### config.mk
export PLATFORM = sky130hd
export DESIGN_NAME = poly_horner_seq_flat
export DESIGN_NICKNAME = d
export VERILOG_FILES = /design/src/rtl/poly_horner_seq_if.sv /design/src/rtl/poly_horner_seq.sv /design/src/flat_wrapper.sv
export SDC_FILE = /design/constraint.sdc
export NUM_CORES = 1
export LEC_CHECK = 0
export CORE_MARGIN = 1.5
export CORE_UTILIZATION = 51
export CTS_CLUSTER_SIZE = 25
export DETAILED_ROUTE_END_ITERATION = 6
export GPL_ROUTABILITY_DRIVEN = 1
export PLACE_DENSITY = 0.85
export SLEW_MARGIN = 10
export SYNTH_ARGS = -nofsm -noshare
export SYNTH_HDL_FRONTEND = slang
export SYNTH_SLANG_ARGS = --single-unit
### constraint.sdc
create_clock -name clk -period 5.7 [get_ports clk]
set_clock_uncertainty 0.05 [all_clocks]
set_input_delay 0.57 -clock clk [delete_from_list [all_inputs] [get_ports clk]]
set_output_delay 0.57 -clock clk [all_outputs]
set_load 0.01 [all_outputs]
### src/rtl/poly_horner_seq_if.sv
// Handshake, ROM and MAC-operand bundle for the Horner sequencer.
// master = surrounding environment (source, ROM, MAC, sink); slave = sequencer.
interface poly_horner_seq_if #(
  parameter int DATA_WIDTH = 16,
  parameter int SEG_BITS   = 4,
  parameter int ADDR_WIDTH = 7
);
  logic                  in_valid;
  logic                  in_ready;
  logic [SEG_BITS-1:0]   seg_idx;
  logic [DATA_WIDTH-1:0] x_in;
  logic [ADDR_WIDTH-1:0] coef_addr;
  logic [DATA_WIDTH-1:0] coef_data;
  logic [DATA_WIDTH-1:0] mac_d;
  logic [DATA_WIDTH-1:0] mac_p;
  logic [DATA_WIDTH-1:0] mac_coef;
  logic [DATA_WIDTH-1:0] mac_p_out;
  logic                  out_valid;
  logic                  out_ready;
  logic [DATA_WIDTH-1:0] y_out;
  logic                  busy;

  modport master (
    output in_valid, seg_idx, x_in, coef_data, mac_p_out, out_ready,
    input  in_ready, coef_addr, mac_d, mac_p, mac_coef, out_valid, y_out, busy
  );

  modport slave (
    input  in_valid, seg_idx, x_in, coef_data, mac_p_out, out_ready,
    output in_ready, coef_addr, mac_d, mac_p, mac_coef, out_valid, y_out, busy
  );
endinterface

### src/rtl/poly_horner_seq.sv
// Horner-rule sequencer sharing one external MAC; result ORDER+2 cycles after accept.
// One evaluation in flight: in_ready only in IDLE, y_out held until out_ready.
module poly_horner_seq #(
  parameter int DATA_WIDTH = 16,
  parameter int ORDER      = 3,
  parameter int SEG_BITS   = 4,
  parameter int ADDR_WIDTH = 7
) (
  input logic               clk,
  input logic               rst,
  poly_horner_seq_if.slave  bus
);
  localparam int K_WIDTH = $clog2(ORDER + 1);
  localparam logic [ADDR_WIDTH-1:0] STRIDE = ADDR_WIDTH'(ORDER + 1);

  typedef enum logic [1:0] {S_IDLE, S_FETCH, S_MAC, S_DONE} state_t;

  state_t                state_q;
  logic [DATA_WIDTH-1:0] x_q, p_q, y_q;
  logic [DATA_WIDTH-1:0] d_hold_q, p_hold_q, c_hold_q;
  logic [ADDR_WIDTH-1:0] base_q;
  logic [K_WIDTH-1:0]    k_q;
  logic                  in_ready_q, out_valid_q, busy_q;
  logic [ADDR_WIDTH-1:0] seg_base;
  logic [ADDR_WIDTH-1:0] coef_addr_d;

  assign seg_base = ADDR_WIDTH'(bus.seg_idx) * STRIDE;

  always_ff @(posedge clk or posedge rst) begin
    if (rst) begin
      state_q     <= S_IDLE;
      x_q         <= '0;
      p_q         <= '0;
      y_q         <= '0;
      d_hold_q    <= '0;
      p_hold_q    <= '0;
      c_hold_q    <= '0;
      base_q      <= '0;
      k_q         <= '0;
      in_ready_q  <= 1'b1;
      out_valid_q <= 1'b0;
      busy_q      <= 1'b0;
    end else begin
      case (state_q)
        S_IDLE: begin
          if (bus.in_valid) begin
            x_q        <= bus.x_in;
            base_q     <= seg_base;
            k_q        <= K_WIDTH'(ORDER - 1);
            state_q    <= S_FETCH;
            in_ready_q <= 1'b0;
            busy_q     <= 1'b1;
          end
        end
        S_FETCH: begin
          p_q     <= bus.coef_data;
          state_q <= S_MAC;
        end
        S_MAC: begin
          p_q      <= bus.mac_p_out;
          // Snapshot operands so the MAC inputs stay frozen once the sequence ends.
          d_hold_q <= x_q;
          p_hold_q <= p_q;
          c_hold_q <= bus.coef_data;
          if (k_q == '0) begin
            y_q         <= bus.mac_p_out;
            state_q     <= S_DONE;
            out_valid_q <= 1'b1;
          end else begin
            k_q <= k_q - K_WIDTH'(1);
          end
        end
        S_DONE: begin
          if (bus.out_ready) begin
            state_q     <= S_IDLE;
            out_valid_q <= 1'b0;
            in_ready_q  <= 1'b1;
            busy_q      <= 1'b0;
          end
        end
        default: state_q <= S_IDLE;
      endcase
    end
  end

  // The ROM has one cycle of read latency, so the address always leads the use by a cycle.
  always_comb begin
    coef_addr_d = '0;
    case (state_q)
      S_IDLE:  if (bus.in_valid) coef_addr_d = seg_base + ADDR_WIDTH'(ORDER);
      S_FETCH: coef_addr_d = base_q + ADDR_WIDTH'(k_q);
      S_MAC: begin
        if (k_q != '0) coef_addr_d = base_q + ADDR_WIDTH'(k_q) - ADDR_WIDTH'(1);
        else           coef_addr_d = base_q;
      end
      default: coef_addr_d = base_q;
    endcase
  end

  assign bus.coef_addr = coef_addr_d;
  assign bus.mac_d     = (state_q == S_MAC) ? x_q           : d_hold_q;
  assign bus.mac_p     = (state_q == S_MAC) ? p_q           : p_hold_q;
  assign bus.mac_coef  = (state_q == S_MAC) ? bus.coef_data : c_hold_q;
  assign bus.in_ready  = in_ready_q;
  assign bus.out_valid = out_valid_q;
  assign bus.busy      = busy_q;
  assign bus.y_out     = y_q;
endmodule

### src/flat_wrapper.sv
// flat-port wrapper written by rule: the top's interface ports become plain ports
module poly_horner_seq_flat 
#(
  parameter int DATA_WIDTH = 16,
  parameter int ORDER      = 3,
  parameter int SEG_BITS   = 4,
  parameter int ADDR_WIDTH = 7
)
  (clk, rst, bus_in_valid, bus_seg_idx, bus_x_in, bus_coef_data, bus_mac_p_out, bus_out_ready, bus_in_ready, bus_coef_addr, bus_mac_d, bus_mac_p, bus_mac_coef, bus_out_valid, bus_y_out, bus_busy);
  poly_horner_seq_if #(.DATA_WIDTH(DATA_WIDTH), .SEG_BITS(SEG_BITS), .ADDR_WIDTH(ADDR_WIDTH)) bus_i ();
  input logic clk;
  input logic rst;
  input wire logic [$bits(bus_i.in_valid)-1:0] bus_in_valid;
  input wire logic [$bits(bus_i.seg_idx)-1:0] bus_seg_idx;
  input wire logic [$bits(bus_i.x_in)-1:0] bus_x_in;
  input wire logic [$bits(bus_i.coef_data)-1:0] bus_coef_data;
  input wire logic [$bits(bus_i.mac_p_out)-1:0] bus_mac_p_out;
  input wire logic [$bits(bus_i.out_ready)-1:0] bus_out_ready;
  output wire logic [$bits(bus_i.in_ready)-1:0] bus_in_ready;
  output wire logic [$bits(bus_i.coef_addr)-1:0] bus_coef_addr;
  output wire logic [$bits(bus_i.mac_d)-1:0] bus_mac_d;
  output wire logic [$bits(bus_i.mac_p)-1:0] bus_mac_p;
  output wire logic [$bits(bus_i.mac_coef)-1:0] bus_mac_coef;
  output wire logic [$bits(bus_i.out_valid)-1:0] bus_out_valid;
  output wire logic [$bits(bus_i.y_out)-1:0] bus_y_out;
  output wire logic [$bits(bus_i.busy)-1:0] bus_busy;
  assign bus_i.in_valid = bus_in_valid;
  assign bus_i.seg_idx = bus_seg_idx;
  assign bus_i.x_in = bus_x_in;
  assign bus_i.coef_data = bus_coef_data;
  assign bus_i.mac_p_out = bus_mac_p_out;
  assign bus_i.out_ready = bus_out_ready;
  assign bus_in_ready = bus_i.in_ready;
  assign bus_coef_addr = bus_i.coef_addr;
  assign bus_mac_d = bus_i.mac_d;
  assign bus_mac_p = bus_i.mac_p;
  assign bus_mac_coef = bus_i.mac_coef;
  assign bus_out_valid = bus_i.out_valid;
  assign bus_y_out = bus_i.y_out;
  assign bus_busy = bus_i.busy;
  poly_horner_seq #(.DATA_WIDTH(DATA_WIDTH), .ORDER(ORDER), .SEG_BITS(SEG_BITS), .ADDR_WIDTH(ADDR_WIDTH)) u_core (.clk(clk), .rst(rst), .bus(bus_i));
endmodule
# Word-level counts from Yosys, hierarchy flattened
# Cells that the tools add are included.
dict set report totals {
  regBits 107
  out_inout_bits 74
  elab_cells 58
  in_bits 56
}
dict set report classes {
  n_eq_ne 7
  n_addsub 4
  reduce_logical 13
  mux 22
}
# operator n
set ops {}
lappend ops {{$mux 16} 3}
lappend ops {{$pmux 16 s2} 1}
lappend ops {{$pmux 7 s3} 1}
lappend ops {{$mux 7} 2}
lappend ops {{$reduce_and 3->1} 4}
lappend ops {{$mux 2} 5}
lappend ops {{$reduce_bool 2->1} 5}
lappend ops {{$pmux 2 s4} 1}
lappend ops {{$add 6x2->7} 1}
lappend ops {{$add 6x2->7 const B} 1}
lappend ops {{$sub 7x1->7 const B} 1}
lappend ops {{$ne 2x2->1 const B} 3}
lappend ops {{$pmux 1 s2} 3}
lappend ops {{$mux 1} 5}
lappend ops {{$eq 2x2->1 const B} 2}
lappend ops {{$logic_not 2->1} 2}
lappend ops {{$pmux 2 s2} 1}
lappend ops {{$reduce_and 2->1} 2}
lappend ops {{$eq 2x1->1 const B} 1}
lappend ops {{$ne 2x1->1 const B} 1}
lappend ops {{$sub 2x1->2 const B} 1}

# Depth between registers and ports, before layout
dict set report depth {
  depth_word 4
  mapped_depth 7
  depth_no_buf 5
}

# Worst setup path after synthesis
# No wires, ideal clock.
dict set report synth_path {
  path_kind {reg2out}
  from {register u_core.k_q[0]}
  to {output port bus_coef_addr[5]}
  path_stages_with_launch 7
  t_required_ps 5080
  setup_slack_ps 3472
  t_arrival_ps 1608
  path_buffers 1
  path_cell_list {dfrtp_1 > inv_1 > ha_1 > buf_6 > nor4_4 > a31oi_1 > a311o_1}
}
dict set report synth_via {
  elab_chain_cells 4
  word_cells_on_any_way 5
  cone_classes {2 x add/sub; 2 x mux; 1 x reduce/logical}
}
# item line
set synth_rtl {}
lappend synth_rtl {{from (decl)} poly_horner_seq.sv:22} ;# logic [K_WIDTH-1:0] k_q;
lappend synth_rtl {{from (signal assigned)} poly_horner_seq.sv:49} ;# k_q <= K_WIDTH'(ORDER - 1);
lappend synth_rtl {{from (signal assigned)} poly_horner_seq.sv:70} ;# k_q <= k_q - K_WIDTH'(1);
lappend synth_rtl {{$add 6x2->7} {poly_horner_seq.sv:91, poly_horner_seq.sv:93}}
lappend synth_rtl {{$sub 7x1->7} poly_horner_seq.sv:93} ;# if (k_q != '0) coef_addr_d = base_q + ADDR_WIDTH'(k_q) - ADDR_WIDTH'(1);
lappend synth_rtl {{$mux 7} poly_horner_seq.sv:93}
lappend synth_rtl {{$pmux 7 s3 (*)} poly_horner_seq.sv:89} ;# case (state_q)
lappend synth_rtl {{to (decl)} flat_wrapper.sv:20} ;# output wire logic [$bits(bus_i.coef_addr)-1:0] bus_coef_addr;
# Every way passes the cells marked *; elsewhere a longest branch is shown, timed or not.

# Final worst setup path
dict set report layout_path {
  from {register u_core.state_q[0]}
  to {output port bus_coef_addr[2]}
}
dict set report layout_via {
  elab_chain_cells 2
  word_cells_on_any_way 4
  cone_classes {2 x eq/ne; 1 x mux; 1 x reduce/logical}
}
# item line
set layout_rtl {}
lappend layout_rtl {{from (decl)} poly_horner_seq.sv:18} ;# state_t state_q;
lappend layout_rtl {{from (signal assigned)} poly_horner_seq.sv:31} ;# state_q <= S_IDLE;
lappend layout_rtl {{from (signal assigned)} poly_horner_seq.sv:50} ;# state_q <= S_FETCH;
lappend layout_rtl {{from (signal assigned)} poly_horner_seq.sv:57} ;# state_q <= S_MAC;
lappend layout_rtl {{$eq 2x2->1 (tied with other cells)} poly_horner_seq.sv:89}
lappend layout_rtl {{$pmux 7 s3 (*)} poly_horner_seq.sv:89}
# Marks and branches as above.

==> results.py <==
metrics = {
    "clocking": {
        "clk_pin_slew_ns": 0.10,
        "post_cts_buffers": 0,
        "cts_tree": "done",
        "cts_sinks": 107,
        "cts_hold_buf": 0,
        "clk-insertion-delay-late_ns": 0.35,
        "cts_buffers": 9,
        "clock_path_buffers": 2,
        "htree_num_levels": 3,
        "post_cts_resized": 0,
        "cts_root_buffer": "clkbuf_8",
    },
    "floorplan": {
        "die_area_sq_mm": 0.00936,
        "core_sq_mm": 0.00864,
        "ioPinCount": 130,
        "start_util": 0.519,
        "die_h_um": 96.7,
        "fp.dieW_um": 96.7,
        "num_rows": 34,
    },
    "sta": {
        "hold_viol": 0,
        "clock.fmax_mhz": 277,
        "final_max_slew_viol_count": 0,
        "tightest_slew_ns": 1.08,
        "rsz0062_at_grt": "no",
        "fin_crit_sh": 0.634,
        "post-route-min-period_ns": 3.61,
        "slew_headroom": 0.279,
        "setup-tns-final_ns": 0,
        "setup_violations": 0,
    },
    "cells_and_area": {
        "drive_above_1_share": 0.234,
        "nNetsFinal": 511,
        "area_growth_pct": 34.5,
        "fillCellCount": 620,
        "num_antenna_cells": 0,
    },
    "logic_synthesis": {
        "yosysWarnings": 0,
        "ys_types": 35,
        "synth.avg_cell_area_sq_um": 13.7,
        "synth_nets": 391,
        "ys_seq_elements": 107,
        "seq_area_frac_synth": 0.598,
        "syn_inst": 328,
        "synth_area_sq_mm": 0.00448,
    },
    "pwr": {
        "power.share.combinational": 0.528,
        "p_int_mw": 2.59,
        "ir_drop_uv": 389,
        "leakagePower_nw": 2.49,
        "power_density_mw_per_mm2": 651,
        "power_mw": 3.93,
        "p_clk_frac": 0.133,
        "switching_share": 0.341,
        "p_seq_frac": 0.339,
        "power.switching_mw": 1.34,
    },
    "worst_setup_path": {
        "cp-start-kind": "register",
        "path_cells": "inv_1 > ha_1 > and2_1 > nand2_1 > o21ai_0 > clkdlybuf4s50_1",
        "r2r_slack_ns": 3.15,
        "max_stage_delay_ns": 0.84,
        "cp.required_ns": 5.08,
        "crit_type": "register to primary output",
        "worstPathMaxFanout": 23,
        "end_kind": "primary output",
        "critPathArrivalTime_ns": 2.99,
        "crit_path_top_delay_cell": "and2_1",
        "path_delay_family": "simple AND/OR/NAND/NOR gates",
        "critPathBufInv": 2,
    },
    "global_route": {
        "grt_overflow": 0,
        "grt_max_degree": 79,
        "antenna_found_initial": 0,
        "grt_use_total": 0.210,
        "grt_pass1_vias": 3286,
        "grt_pass1_wl_um": 16000,
    },
    "placed_design": {
        "io_buffers": 128,
        "place_hpwl_um": 6480,
        "routabilityCongestion": 0.751,
    },
    "detailed_routing": {
        "drc_errors": 0,
        "routed_wl_um": 9360,
        "vias": 2977,
        "dr.pass1.iters": 4,
        "wl_per_cell_um": 16.7,
        "detail-route-antenna-nets": 0,
        "drt-initial-drc-count": 102,
        "viasPerCell": 5.31,
    },
    "job": {
        "maxCapViolCount": 0,
    },
    "run_status": {
        "outcome": "finished, final reports clean",
    },
    "hold_path": {
        "min_path_type": "register to register",
    },
}
[synth_stat cells]
cell	count	area [sq um]
or2_2	1	6.26
a21oi_1	21	105
a22o_1	2	17.5
conb_1	1	3.75
nor2_1	18	67.6
a22oi_1	3	22.5
and2_1	1	6.26
nand2_2	1	6.26
buf_2	7	35.0
o2bb2ai_1	2	17.5
o31ai_1	1	7.51
o21bai_1	1	7.51
nor3_1	1	5.00
buf_6	3	33.8
clkbuf_1	5	18.8
o32a_1	1	10.0
or3_1	1	6.26
buf_4	5	37.5
o21ai_0	8	40.0
a31oi_1	1	6.26
a32oi_1	1	8.76
dfrtp_1	106	2650
inv_1	10	37.5
dfstp_2	1	26.3
mux2i_1	16	160
ha_1	7	87.6
o22ai_1	1	6.26
and4_2	1	10.0
nor2b_1	2	12.5
nand2_1	12	45.0
nand2b_1	2	12.5
mux2_2	82	923
a311o_1	1	10.0
a211oi_1	1	7.51
nor4_4	1	21.3
[cells by family (layout without fill, tap and decap cells)]
logic type	Yosys count	after routing	share of synthesized area
compound gates	44	44	0.0595
simple gates	41	41	0.0444
fa+ha+maj	7	7	0.0195
flops	107	107	0.598
buf+inv	30	155	0.0363
other cells	1	1	0.000837
mux	98	98	0.242
[flip-flops by register name (all words and copies together) (netlist names)]
signal / cells
u_core.bus.y_out: 16
u_core.c_hold_q: 16
u_core.d_hold_q: 16
u_core.p_hold_q: 16
u_core.p_q: 16
u_core.x_q: 16
u_core.base_q: 4
u_core.k_q: 2
u_core.state_q: 2
u_core.bus.busy: 1
u_core.bus.in_ready: 1
u_core.bus.out_valid: 1
[cell usage in the layout (no fill, tap or decap), drive strengths merged, types with 2 or more instances in the layout]
cell type	synthesis	final
nor2	18	18
clkbuf	5	10
o2bb2ai	2	2
a22o	2	2
bufinv	0	2
inv	10	12
a22oi	3	3
nor2b	2	2
dfrtp	106	106
mux2	82	82
o21ai	8	8
clkinvlp	0	2
nand2b	2	2
mux2i	16	16
nand2	13	13
clkdlybuf4s50	0	128
a21oi	21	21
ha	7	7
[layout make-up]
class / count / area, sq um / share of cell area
multi-input cells: 191 / 1650 / 0.274
well taps: 108 / 135 / 0.0224
inverters: 10 / 40.0 / 0.00664
clock buffers: 10 / 138 / 0.0228
repair buffers: 129 / 1290 / 0.214
clock inverters: 6 / 95.1 / 0.0158
flip-flops and latches: 107 / 2680 / 0.444
[worst reg2reg max path: stages (launching register included)]
cell	delay [ns]
dfrtp_1	0.43
inv_1	0.14
ha_4	0.84
nand2_2	0.56
mux2_2	0.43
[path summary, 6_finish.rpt]
| check | cells after the start | end | from |
|---|---|---|---|
| max | 6 | bus_coef_addr[2] | u_core.state_q[0]$_DFFE_PP0P_ |
| min | 1 | u_core.p_hold_q[10]$_DFF_PP0_ | u_core.p_hold_q[10]$_DFF_PP0_ |
| max reg2reg | 4 | u_core.bus.y_out[15]$_DFFE_PP0P_ | u_core.state_q[0]$_DFFE_PP0P_ |
| min reg2reg | 1 | u_core.p_hold_q[10]$_DFF_PP0_ | u_core.p_hold_q[10]$_DFF_PP0_ |
| max in group asynchronous | 3 | u_core.p_q[0]$_DFFE_PP0P_ | rst |
| min in group asynchronous | 2 | u_core.d_hold_q[14]$_DFF_PP0_ | rst |
[routing by layer]
| layer | wire, um | share of wire | global-route usage |
|---|---|---|---|
| met5 | 0 | 0 | 0 |
| met4 | 86 | 0.0092 | 0.0569 |
| met1 | 3830 | 0.41 | 0.261 |
| met2 | 4880 | 0.52 | 0.363 |
| met3 | 565 | 0.060 | 0.0564 |
[stage by stage]
stage                      util  instances  hold slack (ns)  setup WS (ns)  area (sq um)
final                     0.698        561            0.454           2.09          6030
after global routing      0.698        561            0.471           1.86          6030
after CTS                 0.698        561            0.459           2.04          6030
after detailed placement  0.671        545            0.434           2.19          5800
after global placement    0.671        545            0.430           2.29          5800
after floorplan               -        328            0.425           2.26          4480
[power groups by stage]
| stage | Sequential (mW) | Clock [mW] | Combinational (mW) |
|---|---|---|---|
| 2_1_floorplan | 1.32 | 0 | 1.17 |
| 3_3_place_gp | 1.31 | 0 | 2.04 |
| 3_5_place_dp | 1.35 | 0 | 2.08 |
| 4_1_cts | 1.33 | 0.540 | 2.10 |
| 5_1_grt | 1.38 | 0.565 | 2.24 |
| 6_report | 1.33 | 0.524 | 2.07 |
No activity file was read; power rests on OpenSTA's default activity.
